File: config.mk
export PLATFORM = sky130hd
export DESIGN_NAME = fetch_unit
export DESIGN_NICKNAME = d
export VERILOG_FILES = /design/src/rtl/fetch_unit_pkg.sv /design/src/rtl/fetch_unit_instr_len.sv /design/src/rtl/fetch_unit.sv
export SDC_FILE = /design/constraint.sdc
export NUM_CORES = 1
export LEC_CHECK = 0
export CAP_MARGIN = 20
export CORE_UTILIZATION = 48
export DETAILED_ROUTE_END_ITERATION = 8
export GPL_TIMING_DRIVEN = 0
export PLACE_DENSITY = 0.9
export SYNTH_ARGS = -nofsm -noshare
export SYNTH_HDL_FRONTEND = slang
export SYNTH_HIERARCHICAL = 1
export SYNTH_SLANG_ARGS = --single-unit
File: constraint.sdc
create_clock -name clk -period 2.7 [get_ports clk]
set_clock_uncertainty 0.1 [all_clocks]
set_input_delay 0.405 -clock clk [delete_from_list [all_inputs] [get_ports clk]]
set_output_delay 0.405 -clock clk [all_outputs]
set_load 0.1 [all_outputs]
File: src/rtl/fetch_unit_pkg.sv
// Shared definitions for the fetch stage: reset vector default, decoder
// op_type encodings and the fetch FSM state encodings.
package fetch_unit_pkg;

    localparam logic [15:0] RESET_VEC_DEFAULT = 16'hFFFC;

    // Decoder op_type encodings (operand-shape classes)
    localparam logic [4:0] OP_IMP = 5'd0;   // implied / accumulator
    localparam logic [4:0] OP_IMM = 5'd1;   // immediate
    localparam logic [4:0] OP_ZPG = 5'd2;   // zero page (any index)
    localparam logic [4:0] OP_ABS = 5'd3;   // absolute
    localparam logic [4:0] OP_JSR = 5'd4;
    localparam logic [4:0] OP_JUM = 5'd5;   // JMP abs
    localparam logic [4:0] OP_JIN = 5'd6;   // JMP (ind)
    localparam logic [4:0] OP_AXY = 5'd7;   // absolute,X / absolute,Y
    localparam logic [4:0] OP_RTI = 5'd8;
    localparam logic [4:0] OP_RTS = 5'd9;
    localparam logic [4:0] OP_JAM = 5'd10;
    localparam logic [4:0] OP_REL = 5'd11;  // branches
    localparam logic [4:0] OP_IZX = 5'd12;  // (zp,X)
    localparam logic [4:0] OP_IZY = 5'd13;  // (zp),Y

    typedef logic [3:0] fetch_state_t;

    localparam fetch_state_t VEC_LO   = 4'd0;
    localparam fetch_state_t VEC_HI   = 4'd1;
    localparam fetch_state_t ISSUE_OP = 4'd2;
    localparam fetch_state_t CAP_OP   = 4'd3;
    localparam fetch_state_t ISSUE_B1 = 4'd4;
    localparam fetch_state_t CAP_B1   = 4'd5;
    localparam fetch_state_t ISSUE_B2 = 4'd6;
    localparam fetch_state_t CAP_B2   = 4'd7;
    localparam fetch_state_t VALID    = 4'd8;
    localparam fetch_state_t JAM      = 4'd9;

endpackage

File: src/rtl/fetch_unit_instr_len.sv
// Instruction length classification from decoder outputs. Shared with the
// execute sequencer, which needs the same length for PC-relative maths.
module instr_len
    import fetch_unit_pkg::*;
(
    input  logic [4:0] op_type,
    input  logic       single_byte,
    output logic [1:0] len,
    output logic       is_jam
);

    // Length decode; JAM reports length 1 but is flagged separately.
    always_comb begin
        is_jam = (op_type == OP_JAM);
        len    = 2'd2;
        if (is_jam || single_byte || op_type == OP_RTI || op_type == OP_RTS) begin
            len = 2'd1;
        end else if (op_type == OP_JSR || op_type == OP_ABS || op_type == OP_JUM ||
                     op_type == OP_JIN || op_type == OP_AXY) begin
            len = 2'd3;
        end
    end

endmodule

File: src/rtl/fetch_unit.sv
// Instruction fetch stage: owns the PC, reads the reset vector, fetches the
// opcode and operand bytes, and hands complete instructions to execute.
//
// state    | meaning
// ---------+-----------------------------------------------------------
// VEC_LO   | issue / capture reset vector low byte (vec_cap selects)
// VEC_HI   | issue / capture reset vector high byte, then load pc
// ISSUE_OP | read opcode byte, remember its address
// CAP_OP   | opcode on mem_data, decoder classifies length
// ISSUE_B1 | read first operand byte
// CAP_B1   | latch operand low byte
// ISSUE_B2 | read second operand byte
// CAP_B2   | latch operand high byte
// VALID    | instruction presented, waiting for out_ready
// JAM      | halted until reset
module fetch_unit
    import fetch_unit_pkg::*;
#(
    parameter logic [15:0] RESET_VEC = RESET_VEC_DEFAULT
) (
    input  logic        clk,
    input  logic        rst,
    output logic [15:0] mem_addr,
    output logic        mem_rd,
    input  logic [7:0]  mem_data,
    input  logic        mem_stall,
    output logic [7:0]  op,
    input  logic [4:0]  op_type,
    input  logic        single_byte,
    output logic        out_valid,
    input  logic        out_ready,
    output logic [7:0]  out_op,
    output logic [15:0] out_opnd,
    output logic [1:0]  out_len,
    output logic [15:0] out_pc,
    input  logic        redirect,
    input  logic [15:0] redirect_pc,
    output logic        jam
);

    fetch_state_t state;
    logic         vec_cap;
    logic [15:0]  pc;
    logic [7:0]   op_q;
    logic [7:0]   lo_q;
    logic [7:0]   hi_q;
    logic [1:0]   len_q;
    logic [15:0]  out_pc_q;

    logic [1:0]   dec_len;
    logic         dec_jam;
    logic         is_issue;
    logic         can_redirect;
    logic         take_redirect;

    instr_len u_instr_len (
        .op_type     (op_type),
        .single_byte (single_byte),
        .len         (dec_len),
        .is_jam      (dec_jam)
    );

    // Classify the current state for read issue and redirect acceptance.
    always_comb begin
        is_issue     = 1'b0;
        can_redirect = 1'b0;
        case (state)
            VEC_LO, VEC_HI:             is_issue = ~vec_cap;
            ISSUE_OP, ISSUE_B1, ISSUE_B2: begin
                is_issue     = 1'b1;
                can_redirect = 1'b1;
            end
            CAP_OP, CAP_B1, CAP_B2, VALID: can_redirect = 1'b1;
            default: ;
        endcase
    end

    assign take_redirect = redirect & can_redirect;

    // A redirecting cycle issues nothing so no stale read is left in flight.
    assign mem_rd    = is_issue & ~mem_stall & ~take_redirect & ~rst;
    assign mem_addr  = mem_rd ? pc : 16'h0000;
    assign op        = (state == CAP_OP) ? mem_data : op_q;
    assign out_valid = (state == VALID) & ~rst;
    assign jam       = (state == JAM) & ~rst;
    assign out_op    = op_q;
    assign out_opnd  = {hi_q, lo_q};
    assign out_len   = len_q;
    assign out_pc    = out_pc_q;

    // Fetch FSM, program counter and instruction holding registers.
    always_ff @(posedge clk or posedge rst) begin
        if (rst) begin
            state    <= VEC_LO;
            vec_cap  <= 1'b0;
            pc       <= RESET_VEC;
            op_q     <= 8'h00;
            lo_q     <= 8'h00;
            hi_q     <= 8'h00;
            len_q    <= 2'd0;
            out_pc_q <= 16'h0000;
        end else if (take_redirect) begin
            state <= ISSUE_OP;
            pc    <= redirect_pc;
        end else begin
            case (state)
                VEC_LO: begin
                    if (!vec_cap) begin
                        if (!mem_stall) begin
                            pc      <= pc + 16'd1;
                            vec_cap <= 1'b1;
                        end
                    end else begin
                        lo_q    <= mem_data;
                        vec_cap <= 1'b0;
                        state   <= VEC_HI;
                    end
                end
                VEC_HI: begin
                    if (!vec_cap) begin
                        if (!mem_stall) begin
                            pc      <= pc + 16'd1;
                            vec_cap <= 1'b1;
                        end
                    end else begin
                        pc      <= {mem_data, lo_q};
                        vec_cap <= 1'b0;
                        state   <= ISSUE_OP;
                    end
                end
                ISSUE_OP: begin
                    if (!mem_stall) begin
                        out_pc_q <= pc;
                        pc       <= pc + 16'd1;
                        state    <= CAP_OP;
                    end
                end
                CAP_OP: begin
                    op_q <= mem_data;
                    lo_q <= 8'h00;
                    hi_q <= 8'h00;
                    if (dec_jam) begin
                        state <= JAM;
                    end else begin
                        len_q <= dec_len;
                        state <= (dec_len == 2'd1) ? VALID : ISSUE_B1;
                    end
                end
                ISSUE_B1: begin
                    if (!mem_stall) begin
                        pc    <= pc + 16'd1;
                        state <= CAP_B1;
                    end
                end
                CAP_B1: begin
                    lo_q  <= mem_data;
                    state <= (len_q == 2'd3) ? ISSUE_B2 : VALID;
                end
                ISSUE_B2: begin
                    if (!mem_stall) begin
                        pc    <= pc + 16'd1;
                        state <= CAP_B2;
                    end
                end
                CAP_B2: begin
                    hi_q  <= mem_data;
                    state <= VALID;
                end
                VALID: begin
                    if (out_ready) begin
                        state <= ISSUE_OP;
                    end
                end
                JAM: ;
                default: state <= VEC_LO;
            endcase
        end
    end

endmodule

## After elaboration in Yosys (flattened, before gate mapping)

Index checks and enable logic that the tools add are counted.

| operators by class | value |
|---|---|
| bitwise operators | 11 |
| add/sub/neg operators | 1 |
| reductions and logical operators | 21 |
| equal/unequal tests | 28 |
| mux-type cells | 27 |

Operators by type and width:

| cell | number |
|---|---|
| $mux 16 | 5 |
| $pmux 16 s3 | 1 |
| $mux 4 | 10 |
| $pmux 4 s10 | 1 |
| $pmux 8 s3 | 1 |
| $ne 3x3->1 const B | 7 |
| $eq 5x3->1 const B | 4 |
| $add 16x1->16 const B | 1 |
| $eq 4x3->1 const B | 4 |
| $mux 8 | 2 |
| $pmux 8 s2 | 1 |
| $eq 5x4->1 const B | 3 |
| $reduce_and 3->1 | 3 |
| $eq 4x2->1 const B | 2 |
| $eq 4x4->1 const B | 2 |
| $logic_or 1x1->1 | 7 |
| $reduce_and 7->1 | 1 |
| $reduce_or 7->1 | 1 |
| $and 1x1->1 | 6 |
| $reduce_and 2->1 | 3 |
| $eq 5x2->1 const B | 1 |
| $not 1->1 | 5 |
| $eq 4x1->1 const B | 1 |
| $logic_not 4->1 | 1 |
| 11 further kinds | 15 |

| storage, ports and cells | value |
|---|---|
| output and inout port bits | 69 |
| word-level logic and storage cells | 96 |
| bits of input ports | 35 |
| register bits after elaboration | 63 |

## Logic depth before layout (Yosys ltp)

| depth | value |
|---|---|
| depth in word-level cells | 12 |
| mapped depth | 8 |

## Modules after synthesis

The synthesis kept the hierarchy.

By module, submodules not included:

| module | area each (µm²) | cells an instance | instances | seq. area each (µm²) |
|---|---|---|---|---|
| fetch_unit | 3530.9 | 364 | 1 | 1594.0 |
| instr_len | 52.6 | 7 | 1 | 0.0 |

## Worst setup path after synthesis

No wires, ideal clock.

| timing path | value |
|---|---|
| kind | reg2out |
| start point | register state[1] |
| end point | output jam |
| arrival | 3059 ps |
| path slack | -864 ps |
| cell stages (with the launch flop) | 5 |
| buffers on the path | 1 |
| data required time | 2195 ps |
| cell sequence | dfrtp_1 buf_6 nor2_2 nand2_1 nor3b_1 |

| between the ends | value |
|---|---|
| longest elaborated chain between the ends | 2 |

RTL lines:

| what | RTL line | text |
|---|---|---|
| from (decl) | fetch_unit.sv:41 | `fetch_state_t state;` |
| from (signal assigned) | fetch_unit.sv:146 | `state <= (dec_len == 2'd1) ? VALID : ISSUE_B1;` |
| from (signal assigned) | fetch_unit.sv:157 | `state <= (len_q == 2'd3) ? ISSUE_B2 : VALID;` |
| $eq 4x4->1 | fetch_unit.sv:85 | `assign jam = (state == JAM) & ~rst;` |
| $and 1x1->1 | fetch_unit.sv:85 |  |
| to (decl) | fetch_unit.sv:38 | `output logic jam` |

Every way passes these cells.

## Worst setup path after layout

| timing path | value |
|---|---|
| start point | register state[2] |
| end point | output mem_addr[10] |

| between the ends | value |
|---|---|
| longest elaborated chain between the ends | 8 |
| elaborated cells between the ends (all ways) | 20 |
| classes of those cells | eq/ne: 8; mux: 3; bitwise: 5; reduce/logical: 4 |

RTL lines:

| what | RTL line | text |
|---|---|---|
| $eq 4x2->1, or another cell as far along | fetch_unit.sv:67 | `case (state)` |
| $reduce_or 7->1 (no line) | n/a |  |
| $mux 1 | fetch_unit.sv:67 |  |
| $and 1x1->1 | fetch_unit.sv:78 | `assign take_redirect = redirect & can_redirect;` |
| $not 1->1 (no line) | n/a |  |
| $and 1x1->1 * (2 in a row) | fetch_unit.sv:81 | `assign mem_rd = is_issue & ~mem_stall & ~take_redirect & ~rst;` |
| $mux 16 * | fetch_unit.sv:82 | `assign mem_addr = mem_rd ? pc : 16'h0000;` |
| to (decl) | fetch_unit.sv:23 | `output logic [15:0] mem_addr,` |

Every way passes the cells marked *; elsewhere a longest branch is shown, timed or not.

==> results.sh <==
export IMPL_run_status="completed"
export IMPL_path_delay_family="simple AND/OR/NAND/NOR gates"
export IMPL_antenna_cells=0
export IMPL_fin_nets=527
export IMPL_avgSynthCellArea_um2=9.66
export IMPL_crit_chain="or2_1 -> buf_4 -> a21oi_2 -> or2_4 -> nor3_4 -> buf_12 -> buf_6 -> and2_2 -> buf_12"
export IMPL_cp_num_buf_inv=4
export IMPL_hold_violations=0
export IMPL_root_buffer="clkbuf_8"
export IMPL_yosys_top_cells_count="nand2_1 (71), dfrtp_1 (49), mux2_2 (27)"
export IMPL_worstSetupPathType="reg -> out"
export IMPL_grt_max_degree=35
export IMPL_synth_top_family_by_area="simple AND/OR/NAND/NOR gates"
export IMPL_start_kind="flop"
export IMPL_synth_edff_count=0
export IMPL_syn_nets=407
export IMPL_cts_tree="done"
export IMPL_post_place_ws_ns=-1.15
export IMPL_cp_max_fo=7
export IMPL_min_delay_start="mem_stall"
export IMPL_min_to="vec_cap"
export IMPL_synthFlopType="dfrtp_1"
export IMPL_synth_xor_area_share_pct=3.42
export IMPL_ys_top_cells_by_area="dfrtp_1 (34%), dfstp_2 (10%), mux2_2 (8.5%), nand2_1 (7.4%), o21ai_0 (3.6%)"
export IMPL_hp_class="in -> reg"
export IMPL_synth_seq_cells=63
export IMPL_reg2reg_setup_slack_ns=0.46
export IMPL_num_vias=3401
export IMPL_reg2reg_from="state[2]"
export IMPL_yosysWarningCount=6
export IMPL_clk_pin_slew_ns=0.06
export IMPL_crit_slowest_cell="dfrtp_2"
export IMPL_grt_pass1_wl_um=16000
export IMPL_synthCells=371
export IMPL_critPathRequiredTime_ns=2.19
export IMPL_ys_types=62
export IMPL_first_iter_violations=177
export IMPL_first_pass_iters=5
export IMPL_netlist_area_mm2=0.00358
export IMPL_drv_cap=0
export IMPL_whs_path_depth=4
export IMPL_die_area_mm2=0.00782
export IMPL_grt_ovfl_total=0
export IMPL_clock_latency_ns=0.34
export IMPL_slowest_delay_ns=0.45
export IMPL_ys_seq_area_share_pct=44.5
export IMPL_synth_adder_area_share_pct=0.349
export IMPL_wl_um=10000
export IMPL_numCtsBuffers=9
export IMPL_core_region_area_mm2=0.00725
export IMPL_io_buffer_count=102
export IMPL_rows=31
export IMPL_ant_nets=0
export IMPL_post_route_period_util_pct=98.1
export IMPL_slew_headroom_pct=31.3
export IMPL_synth_compound_area_share_pct=16.0
export IMPL_syn_to_final_growth_pct=44.9
export IMPL_period_needed_ns=2.65
export IMPL_die_h_um=88.4
export IMPL_yosysTopAreaCellShare_pct=34.2
export IMPL_wl_per_cell_um=16.8
export IMPL_hpwl_um=7190
export IMPL_via_per_inst=5.72
export IMPL_critPathCaptureType="primary output"
export IMPL_cp_startpoint="state[2]"
export IMPL_fmax_mhz=377
export IMPL_nFillCells=518
export IMPL_die_w_um=88.4
export IMPL_drive_above_1_share_pct=28.8
export IMPL_cp_arrival_ns=2.14
export IMPL_rsz0062_at_grt="yes"
export IMPL_cts_max_path_buffers=2
export IMPL_maxSlewViolCount=0
export IMPL_critPathMostFrequentCell="buf_12"
export IMPL_async_flop_share_pct=100
export IMPL_cts_htree_levels=3
export IMPL_reg2reg_to="out_len[1]"
export IMPL_start_util_pct=49.4
export IMPL_ctsHoldBuffers=0
export IMPL_tightest_slew_ns=1.03
export IMPL_setup_viol=0
export IMPL_clkSinkCount=63
export IMPL_ios=104
export IMPL_synth_mux_area_fraction_pct=8.76
export IMPL_fin_ws_ns=0.0501
export IMPL_place_congestion=0.858
export IMPL_yosysMostFrequentCell="nand2_1"
export IMPL_drc=0
export IMPL_first_global_vias=3308
export IMPL_antenna_found_initial=0
export IMPL_reg2regPathDepth=5
export IMPL_synthSimpleGateAreaFrac_pct=22.3
export IMPL_grt_usage_pct=27.1
export IMPL_synth_top_area_cell="dfrtp_1"
## worst reg2reg max path, delay by kind of cell, from the launching register on
kind | cells | cell delay (ns)
buf+inv | 2 | 0.46
flops | 1 | 0.45
mux | 1 | 0.38
simple gates | 2 | 0.73
## logic make-up (layout without fill, tap and decap cells)
family,count (synthesis),in the layout
compound gates,79,79
simple gates,157,157
buf+inv,29,154
mux,28,28
flops,63,63
fa+ha+maj,1,1
xor+xnor,14,14
## area by class of cell
cell class / instances / area, um2 / share of cell area, %
Multi-Input combinational cell: 279 / 1890 / 36.3
Buffer: 23 / 155 / 2.99
Clock inverter: 6 / 85.1 / 1.64
Inverter: 5 / 18.8 / 0.361
Tap cell: 99 / 124 / 2.39
Sequential cell: 63 / 1600 / 30.7
Timing Repair Buffer: 110 / 1200 / 23.1
Clock buffer: 10 / 128 / 2.46
## what timing repair did
action,4_1_cts,5_1_grt
buffers inserted,5,1
endpoints found under the setup margin,27,25
resized for setup,196,22
hold endpoints to repair,0,0
pin swaps,3,3
gates cloned,1,0
## state kept, by name, indices dropped and copies added (netlist names)
name and count:
vec_cap 1, lo_q 8, out_len 2, state 4
hi_q 8, out_pc 16, pc 16, out_op 8
## layer usage
| metal | share of wire (%) | routed length [um] | vias to the layer above | GRT usage [%] |
|---|---|---|---|---|
| met5 | 0 | 0 | - | 0 |
| met2 | 49 | 4870 | 172 | 43.6 |
| met1 | 41 | 4080 | 1639 | 34.8 |
| met4 | 2.6 | 260 | 0 | 13.8 |
| met3 | 7.9 | 785 | 25 | 5.22 |
| li1 | - | - | 1565 | - |
## per-stage QoR
stage	hold WS (ns)	cells	setup TNS [ns]	util, %	instance area, um2
final	0.360	595	0	71.6	5190
after global routing	0.404	595	-0.0970	71.6	5190
after CTS	0.361	594	0	70.6	5120
after detailed placement	0.380	573	-23.52	65.7	4770
after global placement	0.363	572	-48.30	65.5	4750
after floorplan	0.414	371	-0.873	-	3600
## cell usage in the layout, fill, tap and decap left out, types with 4 or more instances in the layout
cell type,n
a211oi_1,11
a21oi_1,5
a21oi_2,5
a221o_1,9
and2_1,4
and2_4,9
buf_12,16
buf_2,7
buf_4,20
buf_6,4
clkbuf_1,9
clkbuf_8,9
clkdlybuf4s50_1,74
dfrtp_1,48
dfstp_2,14
inv_1,4
mux2_2,27
nand2_1,71
nor2_1,21
nor2b_1,7
nor3_1,7
nor4_1,4
o21ai_0,26
xnor2_1,10
xor2_1,4
## worst max-delay path by stage
stage / end / slack, ns / cells after the start
detailed placement: mem_addr[12] / -1.15 / 8
global route: mem_addr[10] / -0.03 / 9
CTS: mem_addr[6] / 0.002 / 9
global placement: mem_addr[13] / -1.07 / 8
finish: mem_addr[10] / 0.05 / 9
floorplan: mem_addr[10] / -0.11 / 7
Power is not shown: default switching activity piles up to over one toggle a cycle in this logic, so the estimate is an artifact.
